===== config.mk =====
export PLATFORM = sky130hd
export DESIGN_NAME = pipeline_hazard_ctrl
export DESIGN_NICKNAME = d
export VERILOG_FILES = /design/src/rtl/pipeline_hazard_ctrl.sv
export SDC_FILE = /design/constraint.sdc
export NUM_CORES = 1
export LEC_CHECK = 0
export CORE_AREA = 8 8 93 95
export DETAILED_ROUTE_END_ITERATION = 10
export DIE_AREA = 0 0 101 103
export PLACE_DENSITY = 0.76
export SLEW_MARGIN = 40
export SYNTH_ARGS = -nofsm -noshare
export SYNTH_HDL_FRONTEND = slang
export SYNTH_SLANG_ARGS = --single-unit

===== constraint.sdc =====
create_clock -name clk -period 2.5 [get_ports clk]
set_input_delay 0.625 -clock clk [delete_from_list [all_inputs] [get_ports clk]]
set_output_delay 0.625 -clock clk [all_outputs]
set_load 0.05 [all_outputs]

===== src/rtl/pipeline_hazard_ctrl.sv =====
// rtl/pipeline_hazard_ctrl.sv - ID/EXE hazard control: bubbles, stalls, redirects, forward selects
//
// Purpose: detects load-use hazards (D vs E) and taken branch/jump redirects resolved in E.
//   Inserts bubbles into ID/EXE via the active-low clrE_n, pre-decodes the E-stage forwarding
//   selects, and keeps saturating counts of load-use bubbles and redirect flushes.
// Ports:
//   clk, clr                      clock; synchronous active-high reset
//   rsD, rtD, useRsD, useRtD      source registers of the D instruction and whether they are read
//   regwriteE, memtoregE, writeRegE   E instruction writes regfile / is a load / destination
//   regwriteM, writeRegM          M instruction writes regfile / destination
//   takenE, jumpE, targetE        redirect request from E and its target
//   stallF, stallD, flushD, pcSel combinational pipeline controls (all 0 while clr=1)
//   pcTarget                      redirect target, mirrors targetE
//   clrE_n                        registered active-low ID/EXE clear
//   fwdAE, fwdBE                  registered forward selects: 00 regfile, 10 from M, 01 from W
//   stallCnt, flushCnt            saturating event counters
module pipeline_hazard_ctrl #(
  parameter int CNT_W = 16
) (
  input  logic             clk,
  input  logic             clr,
  input  logic [4:0]       rsD,
  input  logic [4:0]       rtD,
  input  logic             useRsD,
  input  logic             useRtD,
  input  logic             regwriteE,
  input  logic             memtoregE,
  input  logic [4:0]       writeRegE,
  input  logic             regwriteM,
  input  logic [4:0]       writeRegM,
  input  logic             takenE,
  input  logic             jumpE,
  input  logic [31:0]      targetE,
  output logic             stallF,
  output logic             stallD,
  output logic             flushD,
  output logic             pcSel,
  output logic [31:0]      pcTarget,
  output logic             clrE_n,
  output logic [1:0]       fwdAE,
  output logic [1:0]       fwdBE,
  output logic [CNT_W-1:0] stallCnt,
  output logic [CNT_W-1:0] flushCnt
);

  typedef enum logic [1:0] {
    RUN    = 2'd0,
    BUB_LU = 2'd1,
    BUB_BR = 2'd2
  } state_t;

  state_t     state, stateNext;
  logic       redir, luHaz, bubble;
  logic [1:0] fwdANext, fwdBNext;

  assign pcTarget = targetE;

  // In a bubble state E holds a cleared instruction, so its redirect and
  // load-use inputs are meaningless and are masked off here.
  always_comb begin
    redir     = 1'b0;
    luHaz     = 1'b0;
    stateNext = state;
    stallF    = 1'b0;
    stallD    = 1'b0;
    flushD    = 1'b0;
    pcSel     = 1'b0;
    if (!clr && state == RUN) begin
      redir = takenE | jumpE;
      luHaz = memtoregE && regwriteE && (writeRegE != 5'd0) &&
              ((useRsD && rsD == writeRegE) || (useRtD && rtD == writeRegE));
    end
    case (state)
      RUN: begin
        // A redirect flushes the D instruction, making any load-use hazard moot.
        if (redir) begin
          pcSel     = 1'b1;
          flushD    = 1'b1;
          stateNext = BUB_BR;
        end else if (luHaz) begin
          stallF    = 1'b1;
          stallD    = 1'b1;
          stateNext = BUB_LU;
        end
      end
      default: stateNext = RUN;
    endcase
  end

  assign bubble = redir | luHaz;

  // The E-stage producer is younger than M, so its match wins.
  always_comb begin
    fwdANext = 2'b00;
    fwdBNext = 2'b00;
    if (regwriteE && writeRegE != 5'd0 && writeRegE == rsD) fwdANext = 2'b10;
    else if (regwriteM && writeRegM != 5'd0 && writeRegM == rsD) fwdANext = 2'b01;
    if (regwriteE && writeRegE != 5'd0 && writeRegE == rtD) fwdBNext = 2'b10;
    else if (regwriteM && writeRegM != 5'd0 && writeRegM == rtD) fwdBNext = 2'b01;
  end

  always_ff @(posedge clk) begin
    if (clr) begin
      state    <= RUN;
      clrE_n   <= 1'b0;
      fwdAE    <= 2'b00;
      fwdBE    <= 2'b00;
      stallCnt <= '0;
      flushCnt <= '0;
    end else begin
      state  <= stateNext;
      clrE_n <= ~bubble;
      // A bubble carries no operands, so it gets no forwarding.
      fwdAE  <= bubble ? 2'b00 : fwdANext;
      fwdBE  <= bubble ? 2'b00 : fwdBNext;
      if (redir && flushCnt != '1) flushCnt <= flushCnt + 1'b1;
      if (luHaz && !redir && stallCnt != '1) stallCnt <= stallCnt + 1'b1;
    end
  end

endmodule


==> key figures, run 1 <==
Worst setup path
  • Setup crit start: writeRegE[4]
  • CP cell instances: buf_6 -> xor2_2 -> a221oi_2 -> nor4b_4 -> a22oi_2 -> nor2_4 -> buf_12
  • CP max stage delay: 0.29 ns
  • R2R Setup Slk: 0.37 ns
  • Worst setup endpoint: stallD
  • Crit end category: output port
  • Worst Reg-to-Reg Cells: 6
  • Crit Path Max Fanout: 3
  • CP arrival: 1.88 ns
  • Slowest cell on crit path: nor4b_4
  • WS Path Type: primary input to output port
  • Reg-to-reg critical path endpoint: stallCnt[9]
  • Reg2reg start: stallCnt[2]
  • Worst EP required: 1.88 ns
  • CP Launch Type: primary input

Pwr
  • Clk pwr share: 0.351
  • Psw: 0.3657 mW
  • VDD IR max: 0.0002011 V
  • Power Density: 388.9 nW/µm²
  • Leakage power: 1.309 nW
  • Flop pwr share: 0.460
  • Combinational fraction of design power: 0.188
  • Int Pwr: 1.007 mW
  • Sw Share: 0.2664
  • Tot Pwr: 1.373 mW

Yosys
  • Post-Synthesis Cells: 293
  • Asr flop ratio synth: 0
  • Synth Area per Inst: 8.314 µm²
  • Mapped Area: 2436 µm²
  • Synth cell count leaders: dfxtp_1, buf_4, nor2_1
  • Post-synth top area share: 0.3205
  • Top FF cell, synth: dfxtp_1
  • Synthesized flop and latch total: 39
  • Yosys top cell by area: dfxtp_1
  • Most common cell in the netlist: dfxtp_1
  • Synth warn: 0
  • Net Count, Synth: 356
  • Seq/Total Area, Yosys: 0.3205
  • Yosys cell types: 50
  • Post-synth EDFFs: 0
  • Top cells by area, synth: dfxtp_1, buf_4, xor2_1, nor2_1, nand3_1

Cells and area
  • Layout cells sized above 1: 0.2573
  • Number of fill cells in the layout: 692
  • N_diodes: 0
  • Footprint of the multi-input gates: 1415 µm²
  • Nets@finish: 439
  • Area grow syn2layout: 44.89%
  • Reg area: 780.7 µm²

Floorplan
  • Starting density of the core: 0.3413
  • Ports: 134
  • Die footprint: 10400 µm²
  • Die Span Y: 103 µm
  • # rows: 31
  • Chip width: 101 µm
  • Core Region: 7137 µm²

CTS
  • Cts hold-fix bufs: 0
  • Clock latency on the worst-skew pair: 0.29 ns
  • CTS clock-pin slew for the worst setup and hold paths: 0.08 ns
  • Root Driver: clkbuf_8
  • CTS max path bufs: 2
  • H-tree depth reported by CTS: 2
  • CTS tree: built
  • CTS Buf Count: 5
  • Clock sink count: 39

Run status
  • Status: finished with violations
  • Failing checks: negative setup slack

Route
  • Mean routed wirelength per cell: 15.06 µm
  • Drc violations: 0
  • ANT nets after route: 0
  • Initial drt markers: 87
  • WL final: 7168 µm
  • Drt pass-1 iters: 4
  • DR vias/cell: 5.021
  • Vias: 2390

Placement
  • RePlAce Congestion: 0.8824
  • Port Buffers: 69
  • DP HPWL: 5660 µm

GRT
  • Global-route wire length before repair: 11520 µm
  • Gr usage total: 0.1367
  • Vias in the first global route: 2425
  • Total gr overflow: 0
  • Largest net degree at the start of global routing: 31
  • Initial antenna violation count: 0

STA
  • Endpoints failing setup: 2
  • RSZ-0062 raised after global routing: true
  • Final period util: 1.003
  • Slew headroom: 0.6470
  • Least-Margin Pin Slew: 0.5279 ns
  • Final Hold Violating Endpoints: 0
  • Slew Viols, Final: 0
  • Hold WS: 0.5054 ns
  • Clock Skew: 0.01375 ns
  • Min Tclk post-route: 2.509 ns
  • Max Freq: 0.3986 GHz
  • Final worst setup slack: -0.008714 ns

Flow run
  • Max-Cap Viols: 0

Worst hold path
  • HP Class: register to register
-- power by group through the flow --
stage | combinational (mW) | sequential (mW) | clock [mW]
6_report | 0.259 | 0.632 | 0.482
5_1_grt | 0.276 | 0.633 | 0.523
3_5_place_dp | 0.245 | 0.646 | 0
3_3_place_gp | 0.239 | 0.646 | 0
2_1_floorplan | 0.232 | 0.663 | 0
4_1_cts | 0.253 | 0.632 | 0.497
-- cells in the final DEF, fill, tap and decap left out, types with 3 or more instances in the layout --
cell type	count
mux2i_1	4
inv_1	3
xor2_2	3
nand2_1	21
or4_1	5
inv_2	5
xnor2_1	6
dfxtp_1	39
o21ai_0	3
nor4_1	4
nor3_1	11
buf_4	47
xor2_1	18
a21oi_1	10
buf_12	4
or3_1	6
buf_6	4
dlygate4sd2_1	3
nand3_1	17
nor2_1	29
nand4_1	14
clkdlybuf4s50_1	49
clkbuf_8	7
nor2b_1	3
o21ai_1	5
buf_2	5
mux2_1	3
and3_1	5
-- kinds of logic after synthesis --
logic type / synth area share
simple gates: 0.2953
buf+inv: 0.1341
fa+ha+maj: 0.01027
xor+xnor: 0.1007
compound gates: 0.1089
flops: 0.3205
mux: 0.03030
-- worst max-delay path, delay by kind of cell --
| family | cells | cell delay [ns] |
|---|---|---|
| compound gates | 2 | 0.34 |
| simple gates | 2 | 0.48 |
| xor+xnor | 1 | 0.16 |
| buf+inv | 2 | 0.27 |
-- registers in the layout (all words and copies together), names as in the netlist --
register and cells:
flushCnt 16, stallCnt 16, fwdAE 2, fwdBE 2
state 2, clrE_n 1
-- routing by layer --
layer,GRT usage,part of all wire
met5,0,0
met3,0.03781,0.051
met2,0.2537,0.52
met1,0.1498,0.42
met4,0.03436,0.011
-- metrics by stage --
step	TNS [ns]	worst slack, ns	instances	area (µm²)	utilization
2_1_floorplan	-0.1851	-0.1851	293	2456	-
6_report	-0.01711	-0.008714	476	3530	0.4946
5_1_grt	-0.1168	-0.05899	476	3530	0.4946
4_1_cts	-0.08069	-0.04069	475	3501	0.4905
3_3_place_gp	-5.435	-0.3350	463	3333	0.4670
3_5_place_dp	-7.901	-0.4380	463	3333	0.4670
-- how the worst min path moves through the flow --
stage	slack (ns)	from	end	cells past startpoint
global route	0.55	flushCnt[15]	flushCnt[15]	2
floorplan	0.56	state[1]	state[0]	3
global placement	0.50	flushCnt[15]	flushCnt[15]	2
CTS	0.51	flushCnt[15]	flushCnt[15]	2
finish	0.51	flushCnt[15]	flushCnt[15]	2
detailed placement	0.50	flushCnt[15]	flushCnt[15]	2
-- area by class of cell --
class                      instances  share of cell area
tap                               99             0.03509
timing repair buffer             117              0.3049
clock buffer                       7             0.02730
multi-input combinational        205              0.4009
clock inverter                     1            0.002127
inverter                           8            0.008508
sequential                        39              0.2212
-- repair_timing --
item | 4_1_cts | 5_1_grt
endpoints found under the setup margin | 14 | 2
buffers inserted | 4 | 1
hold endpoints to repair | 0 | 0
resized for setup | 66 | 10
pin swaps | 9 | 7
(Power assumes the default switching activity.)
==> run 2, diff against run 1 <==
--- a/config.mk
+++ b/config.mk
@@ -5,9 +5,9 @@
 export SDC_FILE = /design/constraint.sdc
 export NUM_CORES = 1
 export LEC_CHECK = 0
-export CORE_AREA = 8 8 93 95
+export CORE_AREA = 8 8 84 105
 export DETAILED_ROUTE_END_ITERATION = 10
-export DIE_AREA = 0 0 101 103
+export DIE_AREA = 0 0 92 113
 export PLACE_DENSITY = 0.76
 export SLEW_MARGIN = 40
 export SYNTH_ARGS = -nofsm -noshare
==> run 2 against run 1 <==
Effect of this change:
- the run now ends clean
- critical endpoint unchanged
- maximum frequency is 1.6% higher
- power is 11% higher
- largest cell class unchanged
- setup slack better by 0.038 ns
==> key figures, run 2 (synthesis results as in run 1) <==
Run status
  • Status: finished, final reports clean

Worst setup path
  • Worst EP required: 1.88 ns
  • WS Path Type: primary input to output port
  • CP max stage delay: 0.55 ns
  • CP Launch Type: primary input
  • CP arrival: 1.85 ns
  • Crit Path Max Fanout: 3
  • Crit end category: output port
  • CP cell instances: buf_2 -> or4_4 -> o21a_1 -> nand3_2 -> nor2_4 -> buf_12
  • Slowest cell on crit path: or4_4

Pwr
  • Power Density: 428.2 nW/µm²
  • Clk pwr share: 0.411
  • Leakage power: 1.335 nW
  • VDD IR max: 0.0002693 V
  • Sw Share: 0.2400
  • Tot Pwr: 1.521 mW
  • Flop pwr share: 0.416
  • Combinational fraction of design power: 0.173
  • Psw: 0.3649 mW
  • Int Pwr: 1.156 mW

STA
  • Slew headroom: 0.6398
  • RSZ-0062 raised after global routing: true
  • Final period util: 0.9881
  • Max Freq: 0.4048 GHz
  • Least-Margin Pin Slew: 0.5386 ns
  • Clock Skew: 0.01064 ns
  • Final Hold Violating Endpoints: 0
  • Min Tclk post-route: 2.470 ns
  • Slew Viols, Final: 0
  • Endpoints failing setup: 0

Floorplan
  • Chip width: 92 µm
  • Starting density of the core: 0.3392
  • # rows: 35
  • Die Span Y: 113 µm
  • Core Region: 7182 µm²
  • Die footprint: 10400 µm²
  • Ports: 134

Worst hold path
  • HP Class: register to register

CTS
  • CTS max path bufs: 2
  • Root Driver: clkbuf_8
  • Clock sink count: 39
  • CTS Buf Count: 5
  • Cts hold-fix bufs: 0
  • H-tree depth reported by CTS: 2
  • Clock latency on the worst-skew pair: 0.29 ns
  • CTS clock-pin slew for the worst setup and hold paths: 0.08 ns
  • CTS tree: built

GRT
  • Vias in the first global route: 2566
  • Global-route wire length before repair: 12250 µm
  • Total gr overflow: 0
  • Gr usage total: 0.1405
  • Largest net degree at the start of global routing: 36
  • Initial antenna violation count: 1

Route
  • WL final: 7333 µm
  • Drc violations: 0
  • DR vias/cell: 5.128
  • Drt pass-1 iters: 4
  • ANT nets after route: 0
  • Vias: 2410
  • Initial drt markers: 67
  • Mean routed wirelength per cell: 15.60 µm

Flow run
  • Max-Cap Viols: 0

Cells and area
  • N_diodes: 0
  • Most frequent cells in the layout: clkdlybuf4s50_1, buf_4, dfxtp_1, nor2_1, nand2_1
  • Layout cells sized above 1: 0.2566
  • Commonest non-fill, non-tap cell in the layout: clkdlybuf4s50_1
  • Biggest registers after layout: flushCnt x16, stallCnt x16
  • Area grow syn2layout: 45.76%
  • Nets@finish: 440
  • Post-route cell area: 3551 µm²

Placement
  • DP HPWL: 5588 µm
  • Port Buffers: 69
  • Placed Area: 3329 µm²
  • RePlAce Congestion: 0.8869
[run 2: cell type report]
type,instances,area [µm²]
clock buffer,5,68.82
clock inverter,3,67.56
fill,681,3631
inverter,8,30.03
multi-input combinational,205,1404
sequential,39,780.7
tap,92,115.1
timing repair buffer,118,1085
[run 2: power groups by stage]
stage	logic (mW)	registers, mW	clock network [mW]
floorplan	0.232	0.663	0
global placement	0.244	0.646	0
detailed placement	0.246	0.647	0
CTS	0.255	0.632	0.645
global route	0.282	0.633	0.672
finish	0.263	0.632	0.625
[run 2: metrics by stage]
step	worst slack, ns	hold slack (ns)	util	TNS (ns)	instances
3_5_place_dp	-0.3999	0.5152	0.4636	-6.822	455
3_3_place_gp	-0.3347	0.4856	0.4636	-5.144	455
4_1_cts	-0.08145	0.5289	0.4906	-0.1618	467
2_1_floorplan	-0.1851	0.5625	-	-0.1851	293
5_1_grt	-0.06698	0.5600	0.4944	-0.1384	470
6_report	0.02977	0.5253	0.4944	0	470
[run 2: critical path, delay by kind of cell]
family | cells | cell delay (ns)
simple gates | 3 | 0.73
compound gates | 1 | 0.22
buf+inv | 2 | 0.27
[run 2: final timing paths]
check / from / end / slack [ns] / depth (start not counted)
max reg2reg: stallCnt[3] / stallCnt[7] / 0.41 / 5
min: flushCnt[15] / flushCnt[15] / 0.53 / 2
min reg2reg: flushCnt[15] / flushCnt[15] / 0.53 / 2
max: writeRegE[0] / stallD / 0.03 / 6
[run 2: metal layers]
metal / part of all wire / up-vias / GRT usage
met5: 0.0016 / - / 0
met4: 0.018 / 2 / 0.04741
met3: 0.069 / 19 / 0.04437
met2: 0.51 / 63 / 0.2514
met1: 0.40 / 1144 / 0.1510
li1: - / 1182 / -
[run 2: repair_timing]
| item | in CTS | in global routing |
|---|---|---|
| endpoints found under the hold margin | 0 | 0 |
| gates resized for setup | 60 | 12 |
| pin swaps | 8 | 8 |
| setup buffers | 4 | 3 |
| setup endpoints to repair | 12 | 3 |
